==> config.mk <==
export PLATFORM = sky130hd
export DESIGN_NAME = rf_wport_arb
export DESIGN_NICKNAME = d
export VERILOG_FILES = /design/src/rtl/rf_wport_arb.sv
export SDC_FILE = /design/constraint.sdc
export NUM_CORES = 1
export LEC_CHECK = 0
export BUFFER_PORTS_ARGS = -buffer_cell sky130_fd_sc_hd__buf_4
export CORE_MARGIN = 2
export CORE_UTILIZATION = 50
export CTS_CLUSTER_DIAMETER = 60
export CTS_CLUSTER_SIZE = 12
export DETAILED_ROUTE_END_ITERATION = 8
export GPL_ROUTABILITY_DRIVEN = 1
export PLACE_DENSITY_LB_ADDON = 0.05
export SYNTH_ARGS = -nofsm -noshare
export SYNTH_HDL_FRONTEND = slang
export SYNTH_SLANG_ARGS = --single-unit
==> constraint.sdc <==
create_clock -name clk -period 1.8 [get_ports clk]
set_input_delay 0 -clock clk [delete_from_list [all_inputs] [get_ports clk]]
set_output_delay 0 -clock clk [all_outputs]
set_load 0.02 [all_outputs]
==> src/rtl/rf_wport_arb.sv <==
// Write-port arbiter for the 32x32 register file: shares the single RF write port
// between pipeline writeback (A) and the multi-cycle unit (B), and tracks pending B writes.
module rf_wport_arb #(
   parameter int STARVE_LIMIT = 4
) (
   input  logic        clk,
   input  logic        rst_n,
   input  logic        a_valid,
   input  logic [4:0]  a_wr,
   input  logic [31:0] a_wd,
   output logic        a_ready,
   input  logic        b_valid,
   input  logic [4:0]  b_wr,
   input  logic [31:0] b_wd,
   output logic        b_ready,
   input  logic        iss_valid,
   input  logic [4:0]  iss_rd,
   input  logic [4:0]  chk_r1,
   input  logic [4:0]  chk_r2,
   output logic        hazard,
   output logic        rf_we,
   output logic [4:0]  rf_wR,
   output logic [31:0] rf_wD
);

   localparam logic [3:0] LP_LIMIT = 4'(STARVE_LIMIT);

   logic [3:0]  r_starve_cnt;
   logic [31:0] r_pending;
   logic        r_clr_vld;
   logic [4:0]  r_clr_idx;
   logic        r_rf_we;
   logic [4:0]  r_rf_wr;
   logic [31:0] r_rf_wd;

   logic        w_force_b;
   logic        w_a_hs;
   logic        w_b_hs;
   logic        w_set_same;
   logic [31:0] w_set_vec;
   logic [31:0] w_clr_vec;
   logic [31:0] w_pending_nxt;

   assign w_force_b = (r_starve_cnt == LP_LIMIT);

   // Arbitration: A has priority unless B has been blocked long enough to be forced through
   always_comb begin
      a_ready = 1'b1;
      b_ready = 1'b0;
      if (w_force_b) begin
         b_ready = 1'b1;
         a_ready = ~b_valid;
      end else begin
         a_ready = 1'b1;
         b_ready = ~a_valid;
      end
   end

   assign w_a_hs     = a_valid & a_ready;
   assign w_b_hs     = b_valid & b_ready;
   assign w_set_same = iss_valid & (iss_rd == b_wr);

   // Scoreboard next state; a B completion clears one cycle late so decode in the
   // following cycle is still covered while the RF write is in flight
   always_comb begin
      w_set_vec = 32'd0;
      w_clr_vec = 32'd0;
      if (iss_valid && (iss_rd != 5'd0)) begin
         w_set_vec = 32'd1 << iss_rd;
      end else begin
         w_set_vec = 32'd0;
      end
      if (r_clr_vld) begin
         w_clr_vec = 32'd1 << r_clr_idx;
      end else begin
         w_clr_vec = 32'd0;
      end
      w_pending_nxt = ((r_pending & ~w_clr_vec) | w_set_vec) & ~32'd1;
   end

   // Scoreboard and deferred-clear registers
   always_ff @(posedge clk) begin
      if (!rst_n) begin
         r_pending <= 32'd0;
         r_clr_vld <= 1'b0;
         r_clr_idx <= 5'd0;
      end else begin
         r_pending <= w_pending_nxt;
         r_clr_vld <= w_b_hs & (b_wr != 5'd0) & ~w_set_same;
         r_clr_idx <= b_wr;
      end
   end

   // Starvation counter: saturating, cleared on B acceptance or when B is idle
   always_ff @(posedge clk) begin
      if (!rst_n) begin
         r_starve_cnt <= 4'd0;
      end else if (w_b_hs || !b_valid) begin
         r_starve_cnt <= 4'd0;
      end else if (!b_ready && (r_starve_cnt != 4'hF)) begin
         r_starve_cnt <= r_starve_cnt + 4'd1;
      end else begin
         r_starve_cnt <= r_starve_cnt;
      end
   end

   // RF write port register; x0 writes complete the handshake but never enable the RF
   always_ff @(posedge clk) begin
      if (!rst_n) begin
         r_rf_we <= 1'b0;
         r_rf_wr <= 5'd0;
         r_rf_wd <= 32'd0;
      end else if (w_b_hs) begin
         r_rf_we <= (b_wr != 5'd0);
         r_rf_wr <= b_wr;
         r_rf_wd <= b_wd;
      end else if (w_a_hs) begin
         r_rf_we <= (a_wr != 5'd0);
         r_rf_wr <= a_wr;
         r_rf_wd <= a_wd;
      end else begin
         r_rf_we <= 1'b0;
         r_rf_wr <= r_rf_wr;
         r_rf_wd <= r_rf_wd;
      end
   end

   assign hazard = r_pending[chk_r1] | r_pending[chk_r2];
   assign rf_we  = r_rf_we;
   assign rf_wR  = r_rf_wr;
   assign rf_wD  = r_rf_wd;

endmodule

==> metrics.txt <==
# TYPE chip_impl_metric gauge
chip_impl_metric{name="maxSlewHeadroom",unit="%"} 49.53
chip_impl_metric{name="post_synth_mux_area_share",unit="%"} 18.92
chip_impl_metric{name="antenna_left",unit=""} 0
chip_impl_metric{name="num_io_pins",unit=""} 135
chip_impl_metric{name="timing.fmax",unit="MHz"} 533.3
chip_impl_metric{name="detail_route.wirelength",unit="um"} 12140
chip_impl_metric{name="power_density",unit="mW/mm^2"} 747.7
chip_impl_metric{name="n_antenna_cell",unit=""} 0
chip_impl_info{name="synth_top_family_by_area",value="multiplexers"} 1
chip_impl_metric{name="tritoncts.num_buffers",unit=""} 9
chip_impl_metric{name="vdd.ir_drop.worst",unit="uV"} 431.5
chip_impl_metric{name="wire_length_of_the_first_global_routing_pass",unit="um"} 18060
chip_impl_metric{name="postSynthCellCount",unit=""} 434
chip_impl_metric{name="drive_gt1_share",unit="%"} 32.04
chip_impl_metric{name="clk_transition_reported_paths",unit="ns"} 0.08
chip_impl_metric{name="worstSkewPairLatency",unit="ns"} 0.35
chip_impl_metric{name="worst-slew-pin-transition",unit="ns"} 0.7554
chip_impl_metric{name="grt_pass1_vias",unit=""} 3798
chip_impl_metric{name="timing.final.crit_period",unit="ns"} 1.875
chip_impl_metric{name="instances_no_fill",unit=""} 720
chip_impl_metric{name="synth-xor-area-share",unit="%"} 1.553
chip_impl_metric{name="antenna_violations_before_repair",unit=""} 0
chip_impl_metric{name="grt_usage",unit="%"} 26.44
chip_impl_info{name="path_type_of_the_worst_setup_path",value="flop to output pin"} 1
chip_impl_metric{name="cts_h_tree_depth",unit=""} 3
chip_impl_info{name="tritoncts",value="built"} 1
chip_impl_metric{name="post-route-worst-setup-slack",unit="ns"} -0.07505
chip_impl_metric{name="drt_pre_antenna_iters",unit=""} 5
chip_impl_metric{name="synth_simple_gate_area_share",unit="%"} 16.16
chip_impl_info{name="synthDominantAreaCellType",value="sky130_fd_sc_hd__dfxtp_1"} 1
chip_impl_metric{name="hold_violations",unit=""} 1
chip_impl_info{name="status",value="finished with violations"} 1
chip_impl_metric{name="clock_sinks",unit=""} 79
chip_impl_metric{name="dpl.cell_count",unit=""} 647
chip_impl_info{name="worstHoldPathType",value="input pin to flop"} 1
chip_impl_metric{name="cts.path.max_buffers",unit=""} 2
chip_impl_metric{name="place.port_buffers",unit=""} 134
chip_impl_metric{name="worst-path-max-fanout",unit=""} 3
chip_impl_metric{name="fin_nets",unit=""} 709
chip_impl_metric{name="core_area",unit="mm^2"} 0.007687
chip_impl_metric{name="viasPerCell",unit=""} 5.519
chip_impl_metric{name="grt_overflow",unit=""} 0
chip_impl_metric{name="cp.arrival",unit="ns"} 1.88
chip_impl_info{name="grt_setup_unrepaired",value="true"} 1
chip_impl_metric{name="floorplan.die.height",unit="um"} 92.86
chip_impl_metric{name="floorplan.initialDensity",unit="%"} 51.35
chip_impl_metric{name="row_count",unit=""} 32
chip_impl_metric{name="post_synth_adder_cell_area",unit="%"} 0.6339
chip_impl_metric{name="syn_nets",unit=""} 530
chip_impl_metric{name="synth-compound-area-share",unit="%"} 17.88
chip_impl_metric{name="final.period_utilization",unit="%"} 104.2
chip_impl_metric{name="remaining_drc_errors",unit=""} 0
chip_impl_metric{name="synth.cell_area",unit="mm^2"} 0.003948
chip_impl_info{name="post_synth_main_area_contributors",value="sky130_fd_sc_hd__dfxtp_1 (40%), sky130_fd_sc_hd__mux2i_1 (11%), sky130_fd_sc_hd__mux4_2 (7.4%)"} 1
chip_impl_metric{name="wl_per_cell",unit="um"} 16.86
chip_impl_metric{name="finClkSkew",unit="ns"} 0.009640
chip_impl_metric{name="report.final.slew_viol_count",unit=""} 0
chip_impl_metric{name="cp.required",unit="ns"} 1.80
chip_impl_metric{name="dr.first_iter.drc_count",unit=""} 266
chip_impl_metric{name="yosysTopAreaCellShare",unit="%"} 40.06
chip_impl_metric{name="setup_total_negative_slack",unit="ns"} -0.07505
chip_impl_metric{name="post-dp-hpwl",unit="um"} 7693
chip_impl_metric{name="chipWidth",unit="um"} 92.86
chip_impl_metric{name="yosys_warnings",unit=""} 0
chip_impl_metric{name="power.leakage",unit="nW"} 2.434
chip_impl_metric{name="grt_start_max_net_pins",unit=""} 75
chip_impl_metric{name="timing.hold.ws",unit="ns"} -0.001345
chip_impl_metric{name="proportion_of_synthesized_chip_area_in_sequential_cells",unit="%"} 40.06
chip_impl_info{name="cts_root_buffer",value="sky130_fd_sc_hd__clkbuf_8"} 1
chip_impl_metric{name="ys_seq_elements",unit=""} 79
chip_impl_info{name="worstSetupEndpointType",value="output pin"} 1
chip_impl_info{name="cp-start-kind",value="flop"} 1
chip_impl_metric{name="routed-via-count",unit=""} 3974
chip_impl_info{name="failed_checks",value="negative hold slack, negative setup slack"} 1
chip_impl_metric{name="syn-mean-instance-area",unit="um^2"} 9.096
chip_impl_metric{name="gp_congestion",unit=""} 0.8768
chip_impl_metric{name="synthDistinctLibCells",unit=""} 38
chip_impl_metric{name="timing.max_cap.violations",unit=""} 0
chip_impl_metric{name="report.final.setup_viol",unit=""} 1
chip_impl_metric{name="dieArea",unit="mm^2"} 0.008622
chip_impl_metric{name="area_delta_synth_final",unit="%"} 48.37
metal layers:
| metal | share of wire, % | wire (um) | global-route usage, % |
|---|---|---|---|
| met5 | 0 | 0 | 0 |
| met4 | 1.6 | 193 | 8.701 |
| met3 | 5.3 | 639 | 5.696 |
| met2 | 51 | 6170 | 44.63 |
| met1 | 42 | 5136 | 33.64 |
per-stage QoR:
stage | hold WS, ns | area, um^2 | setup slack [ns] | power [mW] | utilization [%]
finish | -0.001345 | 5857 | -0.07505 | 4.379 | 76.19
global route | -0.004871 | 5857 | -0.1216 | 4.554 | 76.19
CTS | 0.0002822 | 5688 | -0.07200 | 4.337 | 73.99
detailed placement | 0.2496 | 4976 | 0.05959 | 2.658 | 64.73
global placement | 0.2513 | 4976 | 0.1099 | 2.644 | 64.73
floorplan | 0.09574 | 3948 | 0.09129 | 2.314 | -
cells in the mapped netlist (all sizes together):
master and instances:
and2 6, nor4 1, and3 4, nand4b 1
nand2 44, nor2 45, or4 2, nand3b 2
nor3 4, ha 2, o211ai 6, xor2 4
o21ai 33, buf 8, mux4 13, mux2 3
clkbuf 22, mux2i 42, nand4 2, a21oi 39
xnor2 3, nor3b 5, and3b 4, nor2b 4
or2 2, inv 5, o31a 1, a31oi 1
dfxtp 79, nand2b 3, a211oi 38, nand3 6
cell families (layout without fill, tap and decap cells):
family,Yosys count,in the layout
compound gates,118,118
xor+xnor,7,7
flops,79,79
buf+inv,35,218
simple gates,135,136
fa+ha+maj,2,2
mux,58,58
layout by cell type (no fill, tap or decap), drive strengths merged:
cell type / n
nand3: 6
and3b: 4
nand2b: 3
a211oi: 38
bufinv: 3
nor3b: 5
dlygate4sd3: 46
dfxtp: 79
a31oi: 1
o211ai: 6
ha: 2
nand4b: 1
and3: 4
clkinvlp: 2
a21oi: 39
mux2: 3
nor2b: 4
or2: 2
o21ai: 33
nor2: 45
xnor2: 3
xor2: 4
inv: 5
mux4: 13
o31a: 1
nor3: 4
nand3b: 2
or4: 2
and2: 7
nand2: 44
nor4: 1
nand4: 2
clkbuf: 13
mux2i: 42
buf: 149
what timing repair did:
item | in CTS | in global routing
gates cloned | 0 | 4
buffers inserted | 0 | 7
resized for setup | 2 | 14
pin swaps | 1 | 3
endpoints found under the setup margin | 1 | 31
hold endpoints to repair | 29 | 0
hold buffers | 46 | 0
final timing paths:
path	startpoint	endpoint	slack [ns]	cells past startpoint
worst max-delay path	r_pending[31]	hazard	-0.08	5
worst min-delay path	a_wd[11]	rf_wD[11]	-0.001	3
worst max register to register	r_starve_cnt[0]	rf_wD[13]	0.04	8
worst min register to register	r_pending[23]	r_pending[23]	0.50	2
final cells by class:
cell class | instances | area (um^2)
clock buffer | 11 | 141.4
inverter | 5 | 18.77
sequential | 79 | 1585
tap | 102 | 127.6
multi-input combinational | 321 | 2226
timing repair buffer | 197 | 1653
fill | 574 | 1831
clock inverter | 5 | 105.1
registers in the layout, indices dropped and copies added, names as in the netlist:
signal	flops
r_clr_idx	5
r_clr_vld	1
r_pending	31
r_starve_cnt	4
rf_wD	32
rf_wR	5
rf_we	1
power breakdown:
part	leakage, nW	switching [mW]	internal [mW]	total [mW]
Sequential	0.651	0.0539	1.83	1.89
Clock	0.116	0.658	0.960	1.62
Combinational	1.67	0.416	0.458	0.874
Total	2.43	1.13	3.25	4.38
worst max-delay path, stage by stage, from the launching register on:
cell                       delay [ns]
sky130_fd_sc_hd__dfxtp_2         0.34
sky130_fd_sc_hd__mux4_2          0.47
sky130_fd_sc_hd__mux2_4          0.28
sky130_fd_sc_hd__a31oi_1         0.16
sky130_fd_sc_hd__o211ai_1        0.10
sky130_fd_sc_hd__buf_4           0.17
Power figures use the tool's default switching activity.
